==> src/rtl/multi_filter_select_pkg.sv <==
// Shared types and helpers for the multi-filter pixel pipeline.
// Holds the filter-code enum, pixel/channel widths and the per-pixel filter function.
package multi_filter_select_pkg;

    localparam int PIX_W = 12;
    localparam int CH_W  = 4;

    typedef enum logic [1:0] {
        FILT_PASS   = 2'b00,
        FILT_GRAY   = 2'b01,
        FILT_INV    = 2'b10,
        FILT_THRESH = 2'b11
    } filt_e;

    // Six bits hold the worst case 15 + 30 + 15 = 60 before the divide by four.
    function automatic logic [CH_W-1:0] luma(input logic [PIX_W-1:0] p);
        logic [5:0] sum;
        sum = {2'b00, p[11:8]} + {1'b0, p[7:4], 1'b0} + {2'b00, p[3:0]};
        return sum[5:2];
    endfunction

    function automatic logic [PIX_W-1:0] apply_filter(input logic [PIX_W-1:0] p,
                                                      input filt_e           f,
                                                      input logic [CH_W-1:0] thresh);
        logic [CH_W-1:0]  y;
        logic [PIX_W-1:0] res;
        y = luma(p);
        unique case (f)
            FILT_PASS:   res = p;
            FILT_GRAY:   res = {y, y, y};
            FILT_INV:    res = ~p;
            FILT_THRESH: res = (y >= thresh) ? 12'hFFF : 12'h000;
            default:     res = p;
        endcase
        return res;
    endfunction

endpackage

==> src/rtl/multi_filter_select_if.sv <==
// Pixel stream handshake between upstream source, the filter block and downstream sink.
// The slave modport is the filter block's view; master is the environment driving it.
interface multi_filter_select_if;
    import multi_filter_select_pkg::*;

    logic [PIX_W-1:0] pixel_in;
    logic             valid_in;
    logic             ready_in;
    logic [PIX_W-1:0] pixel_out;
    logic             valid_out;
    logic             ready_out;

    modport slave (
        input  pixel_in,
        input  valid_in,
        output ready_in,
        output pixel_out,
        output valid_out,
        input  ready_out
    );

    modport master (
        output pixel_in,
        output valid_in,
        input  ready_in,
        input  pixel_out,
        input  valid_out,
        output ready_out
    );

endinterface

==> src/rtl/multi_filter_select_filter_fsm.sv <==
// Debounces the asynchronous filter request: a new code must be seen on
// DELAY_COUNTS consecutive edges before it becomes the active filter.
module filter_fsm
    import multi_filter_select_pkg::*;
#(
    parameter int DELAY_COUNTS = 2500
) (
    input  logic       clk,
    input  logic       reset,
    input  logic [1:0] state,
    output logic [1:0] filter_active
);

    localparam int            CW       = $clog2(DELAY_COUNTS + 1);
    localparam logic [CW-1:0] CNT_LAST = CW'(DELAY_COUNTS - 1);
    localparam logic [CW-1:0] CNT_MAX  = {CW{1'b1}};

    typedef enum logic {
        STABLE  = 1'b0,
        PENDING = 1'b1
    } sel_state_e;

    sel_state_e    fsm_q,    fsm_d;
    logic [CW-1:0] cnt_q,    cnt_d;
    filt_e         cand_q,   cand_d;
    filt_e         active_q, active_d;
    filt_e         req;

    assign req           = filt_e'(state);
    assign filter_active = active_q;

    always_ff @(posedge clk) begin
        if (reset) begin
            fsm_q    <= STABLE;
            cnt_q    <= '0;
            cand_q   <= FILT_PASS;
            active_q <= FILT_PASS;
        end else begin
            fsm_q    <= fsm_d;
            cnt_q    <= cnt_d;
            cand_q   <= cand_d;
            active_q <= active_d;
        end
    end

    // Returning to the active code wins over re-arming on a new candidate.
    always_comb begin
        fsm_d    = fsm_q;
        cnt_d    = cnt_q;
        cand_d   = cand_q;
        active_d = active_q;
        unique case (fsm_q)
            STABLE: begin
                if (req != active_q) begin
                    if (DELAY_COUNTS == 1) begin
                        active_d = req;
                        cnt_d    = '0;
                    end else begin
                        fsm_d  = PENDING;
                        cnt_d  = CW'(1);
                        cand_d = req;
                    end
                end
            end
            PENDING: begin
                if (req == active_q) begin
                    fsm_d = STABLE;
                    cnt_d = '0;
                end else if (req != cand_q) begin
                    cand_d = req;
                    cnt_d  = CW'(1);
                end else if (cnt_q >= CNT_LAST) begin
                    active_d = cand_q;
                    fsm_d    = STABLE;
                    cnt_d    = '0;
                end else if (cnt_q != CNT_MAX) begin
                    cnt_d = cnt_q + 1'b1;
                end
            end
            default: begin
                fsm_d = STABLE;
                cnt_d = '0;
            end
        endcase
    end

endmodule

==> src/rtl/multi_filter_select.sv <==
// RGB444 filter stage with debounced filter selection and a one-deep
// registered output that supports full-throughput ready/valid streaming.
module multi_filter_select
    import multi_filter_select_pkg::*;
#(
    parameter int          DELAY_COUNTS = 2500,
    parameter int unsigned THRESH       = 8
) (
    input  logic                   clk,
    input  logic                   reset,
    input  logic [1:0]             state,
    output logic [1:0]             filter_active,
    multi_filter_select_if.slave   px
);

    logic [PIX_W-1:0] pixel_q, pixel_d;
    logic             valid_q, valid_d;
    logic             accept;

    filter_fsm #(
        .DELAY_COUNTS (DELAY_COUNTS)
    ) u_filter_fsm (
        .clk           (clk),
        .reset         (reset),
        .state         (state),
        .filter_active (filter_active)
    );

    assign px.ready_in  = px.ready_out || !valid_q;
    assign accept       = px.valid_in && px.ready_in;
    assign px.pixel_out = pixel_q;
    assign px.valid_out = valid_q;

    // Filter uses the code active before this edge, so a same-edge change hits the next pixel.
    always_comb begin
        pixel_d = pixel_q;
        valid_d = valid_q;
        if (accept) begin
            pixel_d = apply_filter(px.pixel_in, filt_e'(filter_active), CH_W'(THRESH));
            valid_d = 1'b1;
        end else if (px.ready_out) begin
            valid_d = 1'b0;
        end
    end

    always_ff @(posedge clk) begin
        if (reset) begin
            pixel_q <= '0;
            valid_q <= 1'b0;
        end else begin
            pixel_q <= pixel_d;
            valid_q <= valid_d;
        end
    end

endmodule

==> src/flat_wrapper.sv <==
// flat-port wrapper written by rule: the top's interface ports become plain ports
module multi_filter_select_flat import multi_filter_select_pkg::*;
#(
    parameter int          DELAY_COUNTS = 2500,
    parameter int unsigned THRESH       = 8
)
  (clk, reset, state, filter_active, px_pixel_in, px_valid_in, px_ready_in, px_pixel_out, px_valid_out, px_ready_out);
  multi_filter_select_if px_i ();
  input  logic clk;
  input  logic reset;
  input  logic [1:0] state;
  output logic [1:0] filter_active;
  input wire logic [$bits(px_i.pixel_in)-1:0] px_pixel_in;
  input wire logic [$bits(px_i.valid_in)-1:0] px_valid_in;
  output wire logic [$bits(px_i.ready_in)-1:0] px_ready_in;
  output wire logic [$bits(px_i.pixel_out)-1:0] px_pixel_out;
  output wire logic [$bits(px_i.valid_out)-1:0] px_valid_out;
  input wire logic [$bits(px_i.ready_out)-1:0] px_ready_out;
  assign px_i.pixel_in = px_pixel_in;
  assign px_i.valid_in = px_valid_in;
  assign px_ready_in = px_i.ready_in;
  assign px_pixel_out = px_i.pixel_out;
  assign px_valid_out = px_i.valid_out;
  assign px_i.ready_out = px_ready_out;
  multi_filter_select #(.DELAY_COUNTS(DELAY_COUNTS), .THRESH(THRESH)) u_core (.clk(clk), .reset(reset), .state(state), .filter_active(filter_active), .px(px_i));
endmodule
==> config.mk <==
export PLATFORM = sky130hd
export DESIGN_NAME = multi_filter_select_flat
export DESIGN_NICKNAME = d
export VERILOG_FILES = /design/src/rtl/multi_filter_select_pkg.sv /design/src/rtl/multi_filter_select_if.sv /design/src/rtl/multi_filter_select_filter_fsm.sv /design/src/rtl/multi_filter_select.sv /design/src/flat_wrapper.sv
export SDC_FILE = /design/constraint.sdc
export NUM_CORES = 1
export LEC_CHECK = 0
export CELL_PAD_IN_SITES_DETAIL_PLACEMENT = 1
export CELL_PAD_IN_SITES_GLOBAL_PLACEMENT = 1
export CORE_AREA = 2 2 71 73
export CTS_CLUSTER_SIZE = 24
export DETAILED_ROUTE_END_ITERATION = 6
export DIE_AREA = 0 0 73 75
export PLACE_DENSITY_LB_ADDON = 0.12
export SYNTH_ARGS = -nofsm -noshare
export SYNTH_HDL_FRONTEND = slang
export SYNTH_HIERARCHICAL = 1
export SYNTH_SLANG_ARGS = --single-unit
==> constraint.sdc <==
create_clock -name clk -period 5.5 [get_ports clk]
set_input_delay 0.55 -clock clk [delete_from_list [all_inputs] [get_ports clk]]
set_output_delay 0.55 -clock clk [all_outputs]
set_load 0.05 [all_outputs]
==> summary.md <==
| Metric | Value |
|---|---|
| Startpoint kind of the worst setup timing path | primary input |
| Avg Cell Area, Syn | 8.119 um^2 |
| Total I/O pin count | 34 |
| Setup repair after global routing missed its margin | no |
| Initial core utilization | 39.54% |
| HPWL after detailed placement | 3.311 mm |
| Gate power share | 21.9% |
| Final number of max-transition violations | 0 |
| Slowest-stage cell, CP | fa_1 |
| Worst Clk Skew | 0.006759 ns |
| Warning count from the yosys run | 6 |
| Final Hold Viols | 0 |
| Clock transition at the registers of the reported paths | 0.06 ns |
| Full die area | 5475 um^2 |
| Number of sinks driven by the clock tree | 30 |
| First-iteration detailed-routing DRC count | 46 |
| Number of gates given a new drive strength after cts | 0 |
| Post-route DRC | 0 |
| Remaining global-route overflow | 0 |
| Core footprint | 4661 um^2 |
| First-pass GRT wire length | 7.486 mm |
| Status | complete, no violations |
| Worst vdd ir | 139.3 uV |
| Number of antenna-violating nets in the routed design | 0 |
| Data arrival time at the worst-slack endpoint | 3.23 ns |
| Share of final-layout standard cells stronger than drive strength 1 | 6.589% |
| Wire length reported by the detailed router | 4.558 mm |
| Clk Latency, worst-skew pair | 0.29 ns |
| Fraction of power spent switching nets | 30.01% |
| Required time reported for the critical path endpoint | 5.64 ns |
| Internal power summed over all cells | 0.3756 mW |
| Distinct cell type count after synthesis | 44 |
| Net count after synthesis | 253 |
| Via count of the first global-routing pass | 1615 |
| Clock group share of total power | 34.8% |
| H-Tree Depth | 2 |
| IO Port Bufs | 33 |
| Post-synthesis instance total | 227 |
| Setup violators final | 0 |
| Static leakage | 0.8421 nW |
| Sequential share of the synthesized area | 32.59% |
| Number of antenna violations at the first check in global routing | 0 |
| Slew of the pin with the lowest slew margin | 0.8354 ns |
| Worst Setup Path Type | primary input to flop |
| Num rows | 25 |
| Die height | 75 um |
| Pin count of the biggest net entering global routing | 35 |
| Final weighted congestion in routability-driven placement | 0.8002 |
| Nets | 283 |
| Vias/cell | 5.468 |
| Synthesis-stage register bit count | 30 |
| # diodes | 0 |
| Number of buffers on the longest clock path | 2 |
| Crit path time final | 3.096 ns |
| Drt first pass iters | 4 |
| Average wire per standard cell | 14.61 um |
| Endpoint type of the worst setup path | flop |
| GRT Resource Usage Total | 17.98% |
| Worst hold-check slack | 0.4905 ns |
| Sequence of cells on the critical path | clkdlybuf4s50_1 -> inv_1 -> fa_1 -> and3b_1 -> fa_1 -> a211oi_1 -> nor3_1 -> a211oi_1 -> a211oi_1 |
| Highest fanout seen on the critical path | 3 |
| Normalized max-slew margin | 44.23% |
| Post-route setup TNS | 0 ns |
| Total power per unit cell area | 237.1 nW/um^2 |
| Critical path's most frequent cell | a211oi_1 |
| Net switching component of the power | 0.1610 mW |
| Count of vias placed by the detailed router | 1706 |
| Crit share post-route | 56.29% |
| Cell area after synthesis | 1843 um^2 |
| Number of hold buffers added after cts | 0 |
| Library cell used as clock root buffer | clkbuf_8 |
| Clock buffers created by TritonCTS | 5 |
| Class of the tightest hold or removal check | flop to flop |
| Layout Area Growth over Synthesis | 22.81% |
| Achievable Freq | 0.3230 GHz |
| Max stage delay on crit path | 0.54 ns |
| Horiz. Die Dim | 73 um |
| Post-CTS repair timing setup buffer count | 0 |
| Clock tree from TritonCTS | done |
| Maxcap violations | 0 |
| Sequential power share | 43.3% |
[cells in the final DEF, fill, tap and decap left out, types with 3 or more instances in the layout]
| cell | instances |
|---|---|
| xnor2_1 | 6 |
| nor3_1 | 19 |
| mux2i_1 | 6 |
| fa_1 | 4 |
| xor2_1 | 6 |
| o21ai_0 | 10 |
| clkdlybuf4s50_1 | 33 |
| or3_1 | 4 |
| inv_1 | 7 |
| a21oi_1 | 8 |
| a211oi_1 | 7 |
| nand2b_1 | 7 |
| nand3b_1 | 3 |
| a31oi_1 | 8 |
| o32ai_1 | 3 |
| dfxtp_1 | 30 |
| clkbuf_8 | 6 |
| ha_1 | 4 |
| nor2_1 | 31 |
| nand2_1 | 17 |
| nand3_1 | 11 |
[power groups by stage]
stage	clock network [mW]	logic (mW)	registers [mW]
final	0.187	0.118	0.232
after global placement	0	0.117	0.237
after floorplan	0	0.0535	0.261
after CTS	0.196	0.119	0.232
after detailed placement	0	0.118	0.237
after global routing	0.203	0.129	0.233
[path summary, 6_finish.rpt]
path,slack [ns],cells past startpoint,startpoint,to
max,2.40,9,px_pixel_in[1],u_core/px.pixel_out[0]
min,0.49,2,u_core/u_filter_fsm/cand_q[1],u_core/u_filter_fsm/cand_q[1]
max reg2reg,3.16,5,u_core/u_filter_fsm/filter_active[1],u_core/u_filter_fsm/cnt_q[7]
min reg2reg,0.49,2,u_core/u_filter_fsm/cand_q[1],u_core/u_filter_fsm/cand_q[1]
[layer usage]
layer / vias up / track usage (%) / wire [um]
li1: 863 / - / -
met1: 809 / 24.48 / 2304
met2: 28 / 27.23 / 2003
met3: 6 / 4.552 / 176
met4: 0 / 7.407 / 73
met5: - / 0 / 0
[through the flow]
stage	cell area (um^2)	cells	utilization (%)	setup WS [ns]	power (mW)
after detailed placement	2172	304	46.60	2.130	0.3555
final	2263	312	48.56	2.404	0.5366
after global placement	2172	304	46.60	2.250	0.3538
after floorplan	1843	227	-	2.961	0.3140
after CTS	2263	312	48.56	2.418	0.5470
after global routing	2263	312	48.56	2.249	0.5651
[layout make-up]
type                       count  area (um^2)
multi-input combinational    178         1132
inverter                       7        26.28
clock buffer                   7        86.33
fill                         585         2397
timing repair buffer          35        345.3
clock inverter                 1        5.005
tap                           54        67.56
sequential                    30        600.6
[state kept, by name (all words and copies together) (netlist names)]
signal and count:
u_core/px.pixel_out 12, u_core/u_filter_fsm/cnt_q 12, u_core/u_filter_fsm/cand_q 2, u_core/u_filter_fsm/filter_active 2
u_core/px.valid_out 1, u_core/u_filter_fsm/fsm_q 1
[logic make-up (layout without fill, tap and decap cells)]
kind of cell / after synthesis / in the layout / share of synthesized area (%)
compound gates: 43 / 43 / 15.14
xor+xnor: 12 / 12 / 5.703
fa+ha+maj: 8 / 8 / 7.061
buf+inv: 19 / 50 / 5.974
flops: 30 / 30 / 32.59
mux: 6 / 6 / 3.259
simple gates: 109 / 109 / 30.28
[synth_stat cells]
| master | number | share of area, % |
|---|---|---|
| o21ai_0 | 10 | 2.7 |
| buf_6 | 3 | 1.8 |
| and3b_2 | 1 | 0.54 |
| xor2_1 | 6 | 2.9 |
| dfxtp_1 | 30 | 33 |
| o211ai_2 | 1 | 0.68 |
| nand2_4 | 1 | 0.61 |
| buf_2 | 4 | 1.1 |
| clkbuf_1 | 2 | 0.41 |
| inv_1 | 7 | 1.4 |
| nor2_1 | 31 | 6.3 |
| or4_4 | 1 | 0.61 |
| nand4_1 | 2 | 0.68 |
| a21o_1 | 1 | 0.41 |
| and2_2 | 1 | 0.41 |
| a31oi_1 | 8 | 2.7 |
| and2_1 | 1 | 0.34 |
| nor3_1 | 19 | 5.2 |
| a41oi_1 | 1 | 0.48 |
| or2_2 | 1 | 0.34 |
| and3b_1 | 1 | 0.48 |
| a2111oi_0 | 1 | 0.48 |
| a211oi_1 | 7 | 2.9 |
| a22oi_1 | 1 | 0.41 |
| nand2_1 | 17 | 3.5 |
| nor2b_1 | 2 | 0.68 |
| a21oi_1 | 8 | 2.2 |
| buf_4 | 3 | 1.2 |
| nor3b_1 | 1 | 0.41 |
| or4_1 | 1 | 0.41 |
| nand3_1 | 11 | 3.0 |
| and4_1 | 2 | 0.95 |
| nand3b_1 | 3 | 1.2 |
| o32ai_1 | 3 | 1.4 |
| and4_2 | 1 | 0.54 |
| or3_1 | 4 | 1.4 |
| mux2i_1 | 6 | 3.3 |
| nand2b_1 | 7 | 2.4 |
| fa_1 | 4 | 4.3 |
| o2111ai_1 | 1 | 0.48 |
| and3_2 | 1 | 0.41 |
| o22ai_1 | 1 | 0.34 |
| xnor2_1 | 6 | 2.9 |
| ha_1 | 4 | 2.7 |
[critical path: cells and delay by family]
kind	cells	cell delay, ns
adder cells (fa/ha/maj)	2	0.94
AO/OA/AOI/OAI	3	0.84
buffers and inverters	2	0.58
AND/OR/NAND/NOR	2	0.32
(Power assumes the default switching activity.)
